[config.mk]
export PLATFORM = sky130hd
export DESIGN_NAME = pc_fetch_sequencer_flat
export DESIGN_NICKNAME = d
export VERILOG_FILES = /design/src/rtl/pc_fetch_sequencer_if.sv /design/src/rtl/pc_fetch_sequencer.sv /design/src/flat_wrapper.sv
export SDC_FILE = /design/constraint.sdc
export NUM_CORES = 1
export LEC_CHECK = 0
export CORE_MARGIN = 2
export CORE_UTILIZATION = 40
export CTS_BUF_LIST = sky130_fd_sc_hd__clkbuf_4
export CTS_CLUSTER_DIAMETER = 100
export DETAILED_ROUTE_END_ITERATION = 10
export GPL_TIMING_DRIVEN = 0
export HOLD_SLACK_MARGIN = 0.15
export MAX_ROUTING_LAYER = met4
export PLACE_DENSITY = 0.73
export SETUP_SLACK_MARGIN = 0.02
export SYNTH_ARGS = -nofsm -noshare
export SYNTH_HDL_FRONTEND = slang
export SYNTH_SLANG_ARGS = --single-unit
[constraint.sdc]
create_clock -name clk -period 4.5 [get_ports clk]
set_input_delay 0.675 -clock clk [delete_from_list [all_inputs] [get_ports clk]]
set_output_delay 0.675 -clock clk [all_outputs]
set_load 0.02 [all_outputs]
[src/rtl/pc_fetch_sequencer_if.sv]
// Fetch-side bundle between the control unit / instruction memory and the
// PC fetch sequencer. "master" is the sequencer's view, "slave" the environment's.
interface pc_fetch_sequencer_if #(
  parameter int ADDR_WIDTH = 32
);
  logic                  STALL;
  logic                  BRANCH;
  logic [ADDR_WIDTH-1:0] Branch_offset;
  logic                  JUMP;
  logic [25:0]           Jump_target;
  logic                  HALT;
  logic                  IMEM_READY;
  logic                  IMEM_REQ;
  logic [ADDR_WIDTH-1:0] PC;
  logic                  Instr_valid;
  logic                  Halted;
  logic                  Fetch_timeout;

  modport master (
    input  STALL, BRANCH, Branch_offset, JUMP, Jump_target, HALT, IMEM_READY,
    output IMEM_REQ, PC, Instr_valid, Halted, Fetch_timeout
  );

  modport slave (
    output STALL, BRANCH, Branch_offset, JUMP, Jump_target, HALT, IMEM_READY,
    input  IMEM_REQ, PC, Instr_valid, Halted, Fetch_timeout
  );
endinterface

[src/rtl/pc_fetch_sequencer.sv]
// PC owner for the single-cycle MIPS core: sequences IDLE -> FETCH -> EXEC,
// selects next PC (jump > branch > PC+4) and handles stall, halt and fetch timeout.
module pc_fetch_sequencer #(
  parameter int                         ADDR_WIDTH = 32,
  parameter logic [ADDR_WIDTH-1:0]      RESET_ADDR = '0,
  parameter int                         TIMEOUT    = 16
) (
  input  logic                 clk,
  input  logic                 rst,
  pc_fetch_sequencer_if.master bus,
  output logic [2:0]           dbg_state
);
  localparam int CW = (TIMEOUT > 1) ? $clog2(TIMEOUT) : 1;

  typedef enum logic [2:0] {
    IDLE   = 3'd0,
    FETCH  = 3'd1,
    EXEC   = 3'd2,
    HALTED = 3'd3,
    FAULT  = 3'd4
  } state_t;

  state_t                state, state_n;
  logic [ADDR_WIDTH-1:0] pc, pc_n;
  logic [CW-1:0]         cnt, cnt_n;
  logic [ADDR_WIDTH-1:0] pc4, next_pc;

  // Fetch handshake: IMEM_REQ is held high for the whole FETCH state with PC as
  // the address; a rising edge with IMEM_READY=1 completes the fetch. No
  // back-pressure on READY exists, and Instr_valid lasts for all of EXEC.

  always_ff @(posedge clk) begin
    if (rst) begin
      state <= IDLE;
      pc    <= RESET_ADDR;
      cnt   <= '0;
    end else begin
      state <= state_n;
      pc    <= pc_n;
      cnt   <= cnt_n;
    end
  end

  always_comb begin
    pc4 = pc + ADDR_WIDTH'(4);
    if (bus.JUMP)
      next_pc = {pc4[ADDR_WIDTH-1:28], bus.Jump_target, 2'b00};
    else if (bus.BRANCH)
      next_pc = pc4 + (bus.Branch_offset << 2);
    else
      next_pc = pc4;
  end

  always_comb begin
    state_n = state;
    pc_n    = pc;
    cnt_n   = cnt;
    case (state)
      IDLE: state_n = FETCH;
      FETCH: begin
        // READY on the limit cycle still completes the fetch.
        if (bus.IMEM_READY)
          state_n = EXEC;
        else if (cnt == CW'(TIMEOUT - 1))
          state_n = FAULT;
        else
          cnt_n = cnt + CW'(1);
      end
      EXEC: begin
        if (!bus.STALL) begin
          if (bus.HALT) begin
            state_n = HALTED;
          end else begin
            state_n = FETCH;
            pc_n    = next_pc;
            cnt_n   = '0;
          end
        end
      end
      HALTED:  state_n = HALTED;
      FAULT:   state_n = FAULT;
      default: state_n = IDLE;
    endcase
  end

  assign bus.PC            = pc;
  assign bus.IMEM_REQ      = (state == FETCH);
  assign bus.Instr_valid   = (state == EXEC);
  assign bus.Halted        = (state == HALTED);
  assign bus.Fetch_timeout = (state == FAULT);
  assign dbg_state         = state;
endmodule

[src/flat_wrapper.sv]
// flat-port wrapper written by rule: the top's interface ports become plain ports
module pc_fetch_sequencer_flat 
#(
  parameter int                         ADDR_WIDTH = 32,
  parameter logic [ADDR_WIDTH-1:0]      RESET_ADDR = '0,
  parameter int                         TIMEOUT    = 16
)
  (clk, rst, dbg_state, bus_STALL, bus_BRANCH, bus_Branch_offset, bus_JUMP, bus_Jump_target, bus_HALT, bus_IMEM_READY, bus_IMEM_REQ, bus_PC, bus_Instr_valid, bus_Halted, bus_Fetch_timeout);
  pc_fetch_sequencer_if #(.ADDR_WIDTH(ADDR_WIDTH)) bus_i ();
  input  logic clk;
  input  logic rst;
  output logic [2:0] dbg_state;
  input wire logic [$bits(bus_i.STALL)-1:0] bus_STALL;
  input wire logic [$bits(bus_i.BRANCH)-1:0] bus_BRANCH;
  input wire logic [$bits(bus_i.Branch_offset)-1:0] bus_Branch_offset;
  input wire logic [$bits(bus_i.JUMP)-1:0] bus_JUMP;
  input wire logic [$bits(bus_i.Jump_target)-1:0] bus_Jump_target;
  input wire logic [$bits(bus_i.HALT)-1:0] bus_HALT;
  input wire logic [$bits(bus_i.IMEM_READY)-1:0] bus_IMEM_READY;
  output wire logic [$bits(bus_i.IMEM_REQ)-1:0] bus_IMEM_REQ;
  output wire logic [$bits(bus_i.PC)-1:0] bus_PC;
  output wire logic [$bits(bus_i.Instr_valid)-1:0] bus_Instr_valid;
  output wire logic [$bits(bus_i.Halted)-1:0] bus_Halted;
  output wire logic [$bits(bus_i.Fetch_timeout)-1:0] bus_Fetch_timeout;
  assign bus_i.STALL = bus_STALL;
  assign bus_i.BRANCH = bus_BRANCH;
  assign bus_i.Branch_offset = bus_Branch_offset;
  assign bus_i.JUMP = bus_JUMP;
  assign bus_i.Jump_target = bus_Jump_target;
  assign bus_i.HALT = bus_HALT;
  assign bus_i.IMEM_READY = bus_IMEM_READY;
  assign bus_IMEM_REQ = bus_i.IMEM_REQ;
  assign bus_PC = bus_i.PC;
  assign bus_Instr_valid = bus_i.Instr_valid;
  assign bus_Halted = bus_i.Halted;
  assign bus_Fetch_timeout = bus_i.Fetch_timeout;
  pc_fetch_sequencer #(.ADDR_WIDTH(ADDR_WIDTH), .RESET_ADDR(RESET_ADDR), .TIMEOUT(TIMEOUT)) u_core (.clk(clk), .rst(rst), .bus(bus_i), .dbg_state(dbg_state));
endmodule
== Word-level counts from Yosys, hierarchy flattened ==
Index checks and enable logic that the tools add are counted.
Widths: inputs -> output; s select.
Word-level totals
  word-level logic and storage cells: 35
  bits of input ports: 65
  flip-flop bits (word level): 39
  output and inout bits: 39
Operators by class
  muxes and demuxes: 12
  bitwise gates (word level): 2
  equal/unequal tests: 10
  reductions and logical operators: 5
  add/subtract/negate cells: 3
Operators by type and width (count)
  $mux 32: 2
  $add 32x3->32 const B: 1
  $add 32x32->32: 1
  $mux 4: 4
  $pmux 3 s5: 1
  $mux 3: 3
  $ne 2x2->1 const B: 4
  $pmux 4 s2: 1
  $eq 3x2->1 const B: 2
  $reduce_and 5->1: 1
  $add 4x1->4 const B: 1
  $eq 4x4->1 const B: 1
  $eq 3x1->1 const B: 1
  $eq 3x3->1 const B: 1
  $logic_not 3->1: 1
  $ne 3x2->1 const B: 1
  $reduce_and 3->1: 1
  $mux 2: 1
  $not 1->1: 2
  $reduce_and 2->1: 1
  $reduce_bool 2->1: 1

== Logic depth before layout (Yosys ltp) ==
Gate-level depths: netlist of run 1.
  depth after elaboration: 4
  gate-level depth with buffers: 16
  gate-level depth less buffers: 14

== Least setup slack after synthesis of run 1 ==
Ideal clock, no wire load.
  path type: flip-flop to flip-flop
  start: register u_core.pc[8], in the netlist u_core.bus.PC[8]
  end: register u_core.pc[28], in the netlist u_core.bus.PC[28]
  required time: 4397 ps
  setup slack: 917 ps
  cell stages (with the launch flop): 16
  arrival: 3479 ps
  buffers on the path: 2
  period minus slack after synthesis: 3583 ps
  cells stage by stage: dfxtp_1 > buf_4 > nand4_2 > or3_1 > nor2_1 > xor2_1 > ha_1 > buf_2 > a21o_1 > a21o_1 > a21o_1 > a211o_1 > o22a_2 > a41oi_2 > xor2_1 > a2111oi_2
Between the ends
  longest elaborated chain between the ends: 4
Ends and longest elaborated chain
  start: declaration: line pc_fetch_sequencer.sv:24  | logic [ADDR_WIDTH-1:0] pc, pc_n;
  start signal: assignment: line pc_fetch_sequencer.sv:39  | pc <= pc_n;
  $add 32x3->32 (*): line pc_fetch_sequencer.sv:45  | pc4 = pc + ADDR_WIDTH'(4);
  $add 32x32->32: line pc_fetch_sequencer.sv:49  | next_pc = pc4 + (bus.Branch_offset << 2);
  $mux 32: line pc_fetch_sequencer.sv:48  | else if (bus.BRANCH)
  $mux 32 (*): line pc_fetch_sequencer.sv:46  | if (bus.JUMP)
Mark *: on every way between the ends. The rest lies on a longest branch, timed or not.
A chain may end at the register's enable or synchronous reset.

== Worst setup path after layout of run 1 ==
  start: register u_core.pc[5], in the netlist u_core.bus.PC[5]
  end: register u_core.pc[29], in the netlist u_core.bus.PC[29]
The elaborated chain is that of the path after synthesis.

==> results.cfg, run 1 <==
[outcome]
status = completed

[logic_synthesis]
synth_common_cells = nand2_1, nor2_1, a21oi_1
yosysMostFrequentCell = nand2_1
yosys.area.top_type_share = 0.1727
syn_area_per_cell_um2 = 7.483
synthCells = 573
netlist.top_cell.by_area = dfxtp_1
yosys_warnings = 0
synth_area_um2 = 4288
synth_cell_type_count = 73
synth-main-ff-cell = dfxtp_1
yosysSeqAreaShare = 0.1727
synth_seq_cells = 37
synth-edff-count = 0
asyncSetResetFlopFracSynth = 0
synth.area.top_cells = dfxtp_1, ha_1, xnor2_1

[final_layout]
multiInputGateArea_um2 = 3381
area_growth_pct = 28.07
diodes = 0
fin_util = 0.5296
regArea_um2 = 740.7
fin_nets = 782
layout-drive-gt1-share = 0.06038
fillers = 1033

[routing]
drc_errors = 0
wl_per_cell_um = 17.74
viasPerCell = 5.917
drtAntennaViolNets = 0
num_vias = 4822
wirelength_um = 14460
drt_iter0_markers = 473
drt-pass1-iter-count = 6

[worst_setup_path]
r2r-end = u_core.bus.PC[29]
rr_worst_depth = 15
worstPathArrival_ps = 4540
setup.worst_path.class = reg2reg
critPathMaxFanout = 7
endpoint_kind = register
worstPathRequired_ps = 4780
start_kind = register
reg2reg_from = u_core.bus.PC[5]
rrSetupSlack_ps = 240

[grt]
grt_pass1_wl_um = 22630
antenna_found_initial = 0
grt_overflow = 0
grt_pass1_vias = 4516
grt_usage = 0.2551
grt_max_degree = 14

[clock_tree]
cts_setup_buffers = 0
post_cts_resized = 0
cts.hold.buffers_added = 0
clock-sinks = 37
cts_tree = built
clockBufferDepth = 2
clkLatencyLatePin_ps = 370
cts_buffers = 5
cts.clk_slew.worst_paths_ps = 150
htreeDepth = 2
cts-root-buf = clkbuf_4

[sta]
worst_slew_pin_slew_ps = 849.6
fin_skew_ps = 11.32
rsz0062_at_grt = no
finalMaxSlewViolations = 0
period_share = 0.9460
fmax_mhz = 234.9
setup_viol_count_final = 0
tns_ps = 0
finalHoldViolations = 0
min_period_ps = 4257
postLayoutSetupSlackWorst_ps = 243.1
slew_headroom = 0.4324

[floorplanning]
initial_core_util = 0.4135
die_h_um = 107.5
ios = 104
rows = 37
dieArea_um2 = 11560
core_area_um2 = 10370
die_x_um = 107.5

[power]
powerDensity_nw_per_um2 = 150.3
ir_drop_uv = 122.0
cellLeakagePower_nw = 2.307
p_total_mw = 0.8254

[worst_hold_path]
holdPathEnd = u_core.bus.PC[26]
hp-class = reg2reg
min-delay-start = u_core.bus.PC[26]
holdPathStages = 2

[run]
drv_cap = 0

[placement]
dp.final_hpwl_um = 11320
place_congestion = 0.9116
place_ws_ps = 383.8
io_buffers = 97
-- logic make-up after synthesis --
| kind of cell | synth area share |
|---|---|
| DFF | 0.1727 |
| and+or+nand+nor | 0.2550 |
| AOI/OAI and AO/OA | 0.2953 |
| muxes | 0.01868 |
| buffers and inverters | 0.03968 |
| xor gates and xnor gates | 0.1021 |
| other | 0.0008746 |
| adders and majority gates | 0.1156 |
-- worst max path at each step --
stage / endpoint / startpoint
after floorplan: u_core.bus.PC[28] / u_core.bus.PC[8]
after global placement: u_core.bus.PC[29] / u_core.bus.PC[5]
after detailed placement: u_core.bus.PC[29] / u_core.bus.PC[5]
after CTS: u_core.bus.PC[29] / u_core.bus.PC[5]
after global routing: u_core.bus.PC[29] / u_core.bus.PC[5]
final: u_core.bus.PC[29] / u_core.bus.PC[5]
-- registers in the layout, indices dropped and copies added (netlist names) --
| signal | flops |
|---|---|
| u_core.bus.PC | 30 |
| u_core.cnt | 4 |
| u_core.dbg_state | 3 |
-- cell usage in the layout (no fill, tap or decap), types with 5 or more instances in the layout --
cell,netlist,routed
a211oi_1,11,11
buf_2,5,5
a21o_1,18,18
nand3_1,22,22
o21ai_1,7,7
and4_1,5,5
clkbuf_1,20,20
and3_1,8,8
a31oi_1,8,8
mux2i_1,8,8
xor2_1,24,24
o22ai_1,5,5
clkbuf_4,0,5
ha_1,38,38
nand2_1,60,60
o21a_1,9,9
o21ai_0,30,30
a21oi_1,41,41
nor3_1,16,16
nor2_1,58,58
o221ai_1,8,8
inv_1,8,8
xnor2_1,26,26
nand4_1,8,8
dfxtp_1,37,37
clkdlybuf4s50_1,0,97
-- per-layer routing --
| metal | global-route usage | wire (µm) | vias up |
|---|---|---|---|
| met5 | - | 0 | - |
| met4 | 0.07326 | 336 | 0 |
| met3 | 0.04600 | 1316 | 35 |
| met2 | 0.3962 | 6501 | 217 |
| met1 | 0.3400 | 6304 | 2232 |
| li1 | - | - | 2338 |
-- where the power goes --
part           internal, mW  total (mW)  switching, mW
clock                0.0620       0.201          0.139
sequential            0.335       0.347         0.0120
combinational         0.130       0.277          0.147
-- through the flow --
| stage | instances | hold WS (ps) | instance area [µm²] |
|---|---|---|---|
| 3_5_place_dp | 807 | 533.5 | 5433 |
| 5_1_grt | 815 | 582.1 | 5492 |
| 4_1_cts | 815 | 551.5 | 5492 |
| 3_3_place_gp | 807 | 514.0 | 5433 |
| 6_report | 815 | 563.1 | 5492 |
| 2_1_floorplan | 574 | 486.7 | 4292 |
-- cell type report --
| cell class | instances | area share |
|---|---|---|
| Buffer | 30 | 0.02552 |
| Clock inverter | 3 | 0.003873 |
| Inverter | 8 | 0.005468 |
| Timing Repair Buffer | 97 | 0.1768 |
| Sequential cell | 37 | 0.1349 |
| Tap cell | 136 | 0.03099 |
| Multi-Input combinational cell | 499 | 0.6156 |
| Clock buffer | 5 | 0.006835 |
-- worst max-delay path, stage by stage (launching register included) --
cell and delay, ps:
dfxtp_1 530, and4_1 240, clkbuf_1 220, nand3_1 140, nor2_1 360, nand3_1 150
xnor2_1 320, ha_1 370, a21o_1 200, a21o_1 190, or4_1 400, o21ai_1 270
o21ai_1 210, a31oi_1 280, nand3b_1 110, nor3b_2 170
Power figures use the tool's default switching activity.
==> run 2: changes to the inputs <==
--- a/config.mk
+++ b/config.mk
@@ -13,7 +13,7 @@
 export GPL_TIMING_DRIVEN = 0
 export HOLD_SLACK_MARGIN = 0.15
 export MAX_ROUTING_LAYER = met4
-export PLACE_DENSITY = 0.73
+export PLACE_DENSITY = 0.63
 export SETUP_SLACK_MARGIN = 0.02
 export SYNTH_ARGS = -nofsm -noshare
 export SYNTH_HDL_FRONTEND = slang
==> run 2 against run 1 <==
Global-route usage grew 0.92 points; first-iteration DRC count fell by 32%; via count fell by 1.3%; critical path depth unchanged; utilization up 0.19 points; sequential power hardly changed; routed wire length is 3.1% higher.
==> results.cfg, run 2 (synthesized netlist as in run 1, its figures left out) <==
[final_layout]
final_cells = 815
layout_commonest_cell = clkdlybuf4s50_1
fillers = 1054
layout-drive-gt1-share = 0.05891
regArea_um2 = 740.7
multiInputGateArea_um2 = 3381
fin_nets = 782
mostFrequentLayoutCells = clkdlybuf4s50_1, nand2_1, nor2_1
area_growth_pct = 28.54
largest_register_ffs = 30
diodes = 0

[grt]
grt_max_degree = 13
grt_pass1_vias = 4569
grt_usage = 0.2643
antenna_found_initial = 0
grt_pass1_wl_um = 23470
grt_overflow = 0

[power]
ir_drop_uv = 102.5
cellLeakagePower_nw = 2.314
p_total_mw = 0.8708
powerDensity_nw_per_um2 = 158.0

[routing]
wirelength_um = 14910
drt-pass1-iter-count = 5
dr_wl_met3_um = 1008
num_vias = 4759
drc_errors = 0
wl_met1_um = 6745
drt_iter0_markers = 324
drtAntennaViolNets = 0
top_layer_used = met4
wl_per_cell_um = 18.29
viasPerCell = 5.839
wl_met2_um = 6907

[worst_setup_path]
critPathMaxFanout = 8
rr_worst_depth = 15
setup.worst_path.class = reg2reg
endpoint_kind = register
reg2reg_from = u_core.bus.PC[4]
worstPathRequired_ps = 4770
worstPathArrival_ps = 4440
r2r-end = u_core.bus.PC[29]
start_kind = register
rrSetupSlack_ps = 330

[floorplanning]
initial_core_util = 0.4135
ios = 104
core_area_um2 = 10370
dieArea_um2 = 11560
die_h_um = 107.5
rows = 37
die_x_um = 107.5

[outcome]
status = completed

[clock_tree]
cts_tree = built
clock-sinks = 37
cts_buffers = 5
cts.clk_slew.worst_paths_ps = 130
cts_setup_buffers = 0
clockBufferDepth = 2
htreeDepth = 2
post_cts_resized = 0
cts-root-buf = clkbuf_4
clkLatencyLatePin_ps = 360
cts.hold.buffers_added = 0

[run]
drv_cap = 0

[worst_hold_path]
holdPathEnd = u_core.cnt[1]
holdPathStages = 2
min-delay-start = u_core.cnt[1]
hp-class = reg2reg

[sta]
fmax_mhz = 239.6
finalMaxSlewViolations = 0
fin_skew_ps = 7.979
finalHoldViolations = 0
period_share = 0.9274
rsz0062_at_grt = no
slew_headroom = 0.4123
setup_viol_count_final = 0
min_period_ps = 4173
worst_slew_pin_slew_ps = 872.3
tns_ps = 0

[placement]
dp.final_hpwl_um = 11590
place_congestion = 0.8747
placed_cells = 807
io_buffers = 97
[run 2: power breakdown]
part           total (mW)  internal, mW  leakage [nW]  switching, mW
logic               0.277         0.130          1.98          0.147
registers           0.347         0.335         0.299         0.0118
clock network       0.247         0.115        0.0389          0.132
total               0.871         0.580          2.31          0.291
[run 2: how the worst max path moves through the flow]
stage,from,to,depth (start not counted)
3_3_place_gp,u_core.bus.PC[5],u_core.bus.PC[29],15
2_1_floorplan,u_core.bus.PC[8],u_core.bus.PC[28],15
5_1_grt,u_core.bus.PC[5],u_core.bus.PC[27],15
4_1_cts,u_core.bus.PC[4],u_core.bus.PC[29],15
6_report,u_core.bus.PC[4],u_core.bus.PC[29],15
3_5_place_dp,u_core.bus.PC[5],u_core.bus.PC[29],15
[run 2: final cells by class]
type	instances	share of cell area
buffer	30	0.02543
sequential	37	0.1344
timing repair buffer	97	0.1762
inverter	8	0.005448
clock inverter	3	0.007491
tap	136	0.03087
clock buffer	5	0.006810
multi-input combinational	499	0.6134
[run 2: per-layer routing]
| metal | vias to the layer above | global-route usage |
|---|---|---|
| li1 | 2351 | - |
| met1 | 2190 | 0.3534 |
| met2 | 195 | 0.4281 |
| met3 | 23 | 0.02906 |
| met4 | 0 | 0.06502 |
| met5 | - | - |
[run 2: critical path, cell delays in order (launching register included)]
cell and delay [ps]:
dfxtp_1 520, and4_1 230, clkbuf_1 210, nand3_1 140
nor2_1 380, nand3_1 150, xnor2_1 340, ha_1 370
a21o_1 210, a21o_1 190, or4_1 390, o21ai_1 220
o21ai_1 180, a31oi_1 290, nand3b_1 110, nor3b_2 170
[run 2: stage by stage]
step | worst slack, ps | util | area (µm²) | hold WS [ps]
2_1_floorplan | 917.1 | - | 4292 | 486.7
3_3_place_gp | 446.6 | 0.5239 | 5433 | 522.4
3_5_place_dp | 444.7 | 0.5239 | 5433 | 531.9
4_1_cts | 425.3 | 0.5315 | 5512 | 551.7
5_1_grt | 41.23 | 0.5315 | 5512 | 587.6
6_report | 326.8 | 0.5315 | 5512 | 550.1
==> run 3: changes to the inputs <==
--- a/config.mk
+++ b/config.mk
@@ -6,14 +6,13 @@
 export NUM_CORES = 1
 export LEC_CHECK = 0
 export CORE_MARGIN = 2
-export CORE_UTILIZATION = 40
+export CORE_UTILIZATION = 33
 export CTS_BUF_LIST = sky130_fd_sc_hd__clkbuf_4
 export CTS_CLUSTER_DIAMETER = 100
 export DETAILED_ROUTE_END_ITERATION = 10
 export GPL_TIMING_DRIVEN = 0
-export HOLD_SLACK_MARGIN = 0.15
 export MAX_ROUTING_LAYER = met4
-export PLACE_DENSITY = 0.63
+export PLACE_DENSITY = 0.53
 export SETUP_SLACK_MARGIN = 0.02
 export SYNTH_ARGS = -nofsm -noshare
 export SYNTH_HDL_FRONTEND = slang
==> constraint.sdc (replaced) <==
create_clock -name clk -period 5.4 [get_ports clk]
set_input_delay 0.81 -clock clk [delete_from_list [all_inputs] [get_ports clk]]
set_output_delay 0.81 -clock clk [all_outputs]
set_load 0.02 [all_outputs]
==> run 3 against run 2 <==
First-iteration DRC count shrank 13%; total power fell by 21%; flip-flop and latch count did not move; final area is 0.45% higher; die area is 20% higher; clock skew up 13 ps; register-to-register slack improved by 830 ps; combinational power is 16% lower; maximum frequency shrank 1.7%; utilization fell by 9.5 points.
==> results.cfg, run 3 (synthesized netlist as in run 1, its figures left out) <==
[final_layout]
largest_register_ffs = 30
fillers = 1346
diodes = 0
multiInputGateArea_um2 = 3381
area_growth_pct = 29.12
fin_nets = 782
mostFrequentLayoutCells = clkdlybuf4s50_1, nand2_1, nor2_1
final_cells = 851
fin_util = 0.4370
regArea_um2 = 740.7
layout-drive-gt1-share = 0.06038
layout_commonest_cell = clkdlybuf4s50_1

[clock_tree]
post_cts_resized = 0
cts.clk_slew.worst_paths_ps = 150
cts.hold.buffers_added = 0
cts-root-buf = clkbuf_4
cts_tree = built
clkLatencyLatePin_ps = 360
clock-sinks = 37
cts_setup_buffers = 0
clockBufferDepth = 2
cts_buffers = 5
htreeDepth = 2

[sta]
finalMaxSlewViolations = 0
worst_slew_pin_slew_ps = 869.4
slew_headroom = 0.4192
setup_viol_count_final = 0
postLayoutSetupSlackWorst_ps = 1157
rsz0062_at_grt = no
fmax_mhz = 235.7
whs_ps = 550.6
fin_skew_ps = 20.98
tns_ps = 0
finalHoldViolations = 0
period_share = 0.7858
min_period_ps = 4243

[worst_setup_path]
critPathMaxFanout = 10
start_kind = register
worstPathRequired_ps = 5670
endpoint_kind = register
setup.worst_path.class = reg2reg
worstPathArrival_ps = 4510

[grt]
grt_pass1_vias = 4636
grt_overflow = 0
grt_max_degree = 14
grt_pass1_wl_um = 24920
antenna_found_initial = 0
grt_usage = 0.2287

[floorplanning]
dieArea_um2 = 13920
die_x_um = 118.0
ios = 104
die_h_um = 118.0
initial_core_util = 0.3384
rows = 41
core_area_um2 = 12670

[placement]
placed_cells = 843
place_congestion = 0.8894
io_buffers = 97
dp.final_hpwl_um = 12520
place_ws_ps = 1258

[routing]
drtAntennaViolNets = 0
wl_per_cell_um = 18.58
drc_errors = 0
viasPerCell = 5.590
drt_iter0_markers = 283
num_vias = 4757
wirelength_um = 15820
drt-pass1-iter-count = 7

[run]
drv_cap = 0

[power]
ir_drop_uv = 82.35
powerDensity_nw_per_um2 = 124.6
cellLeakagePower_nw = 2.307

[worst_hold_path]
hp-class = reg2reg

[outcome]
status = completed
## run 3: stage by stage
stage / power (mW) / instance area (µm²)
after global routing: 0.7239 / 5537
after floorplan: 0.4237 / 4292
final: 0.6899 / 5537
after detailed placement: 0.5259 / 5478
after CTS: 0.6911 / 5537
after global placement: 0.5253 / 5478
## run 3: final cells by class
| class | instances | area share |
|---|---|---|
| multi-input combinational | 499 | 0.6106 |
| timing repair buffer | 97 | 0.1754 |
| sequential | 37 | 0.1338 |
| tap | 172 | 0.03887 |
| buffer | 30 | 0.02531 |
| clock buffer | 5 | 0.006780 |
| inverter | 8 | 0.005424 |
| clock inverter | 3 | 0.003842 |
## run 3: routing by layer
| layer | global-route usage | up-vias | routed length (µm) |
|---|---|---|---|
| li1 | - | 2352 | - |
| met1 | 0.3068 | 2218 | 7547 |
| met2 | 0.3663 | 165 | 7091 |
| met3 | 0.03052 | 22 | 848 |
| met4 | 0.05120 | 0 | 328 |
| met5 | - | - | 0 |
## run 3: power by group
| part | switching (mW) | internal [mW] |
|---|---|---|
| sequential | 0.0101 | 0.279 |
| clock | 0.116 | 0.0517 |
| combinational | 0.125 | 0.109 |
| total | 0.250 | 0.439 |
## run 3: path summary, 6_finish.rpt
kind	startpoint	to	slack, ps	cells past startpoint
max	u_core.bus.PC[5]	u_core.bus.PC[27]	1160	15
min	u_core.bus.PC[26]	u_core.bus.PC[26]	550	2
max reg2reg	u_core.bus.PC[5]	u_core.bus.PC[27]	1160	15
min reg2reg	u_core.bus.PC[26]	u_core.bus.PC[26]	550	2
## run 3: critical path, cell delays in order (launching register included)
cell and delay, ps:
dfxtp_1 510, and4_1 230, clkbuf_1 210, and3_1 360, nand4_1 150, xnor2_1 200
ha_1 290, clkbuf_1 310, nand2_1 90, o21ai_0 250, a41oi_1 80, o21ai_0 530
a41oi_2 240, o21ai_1 220, xor2_1 130, a221o_1 350
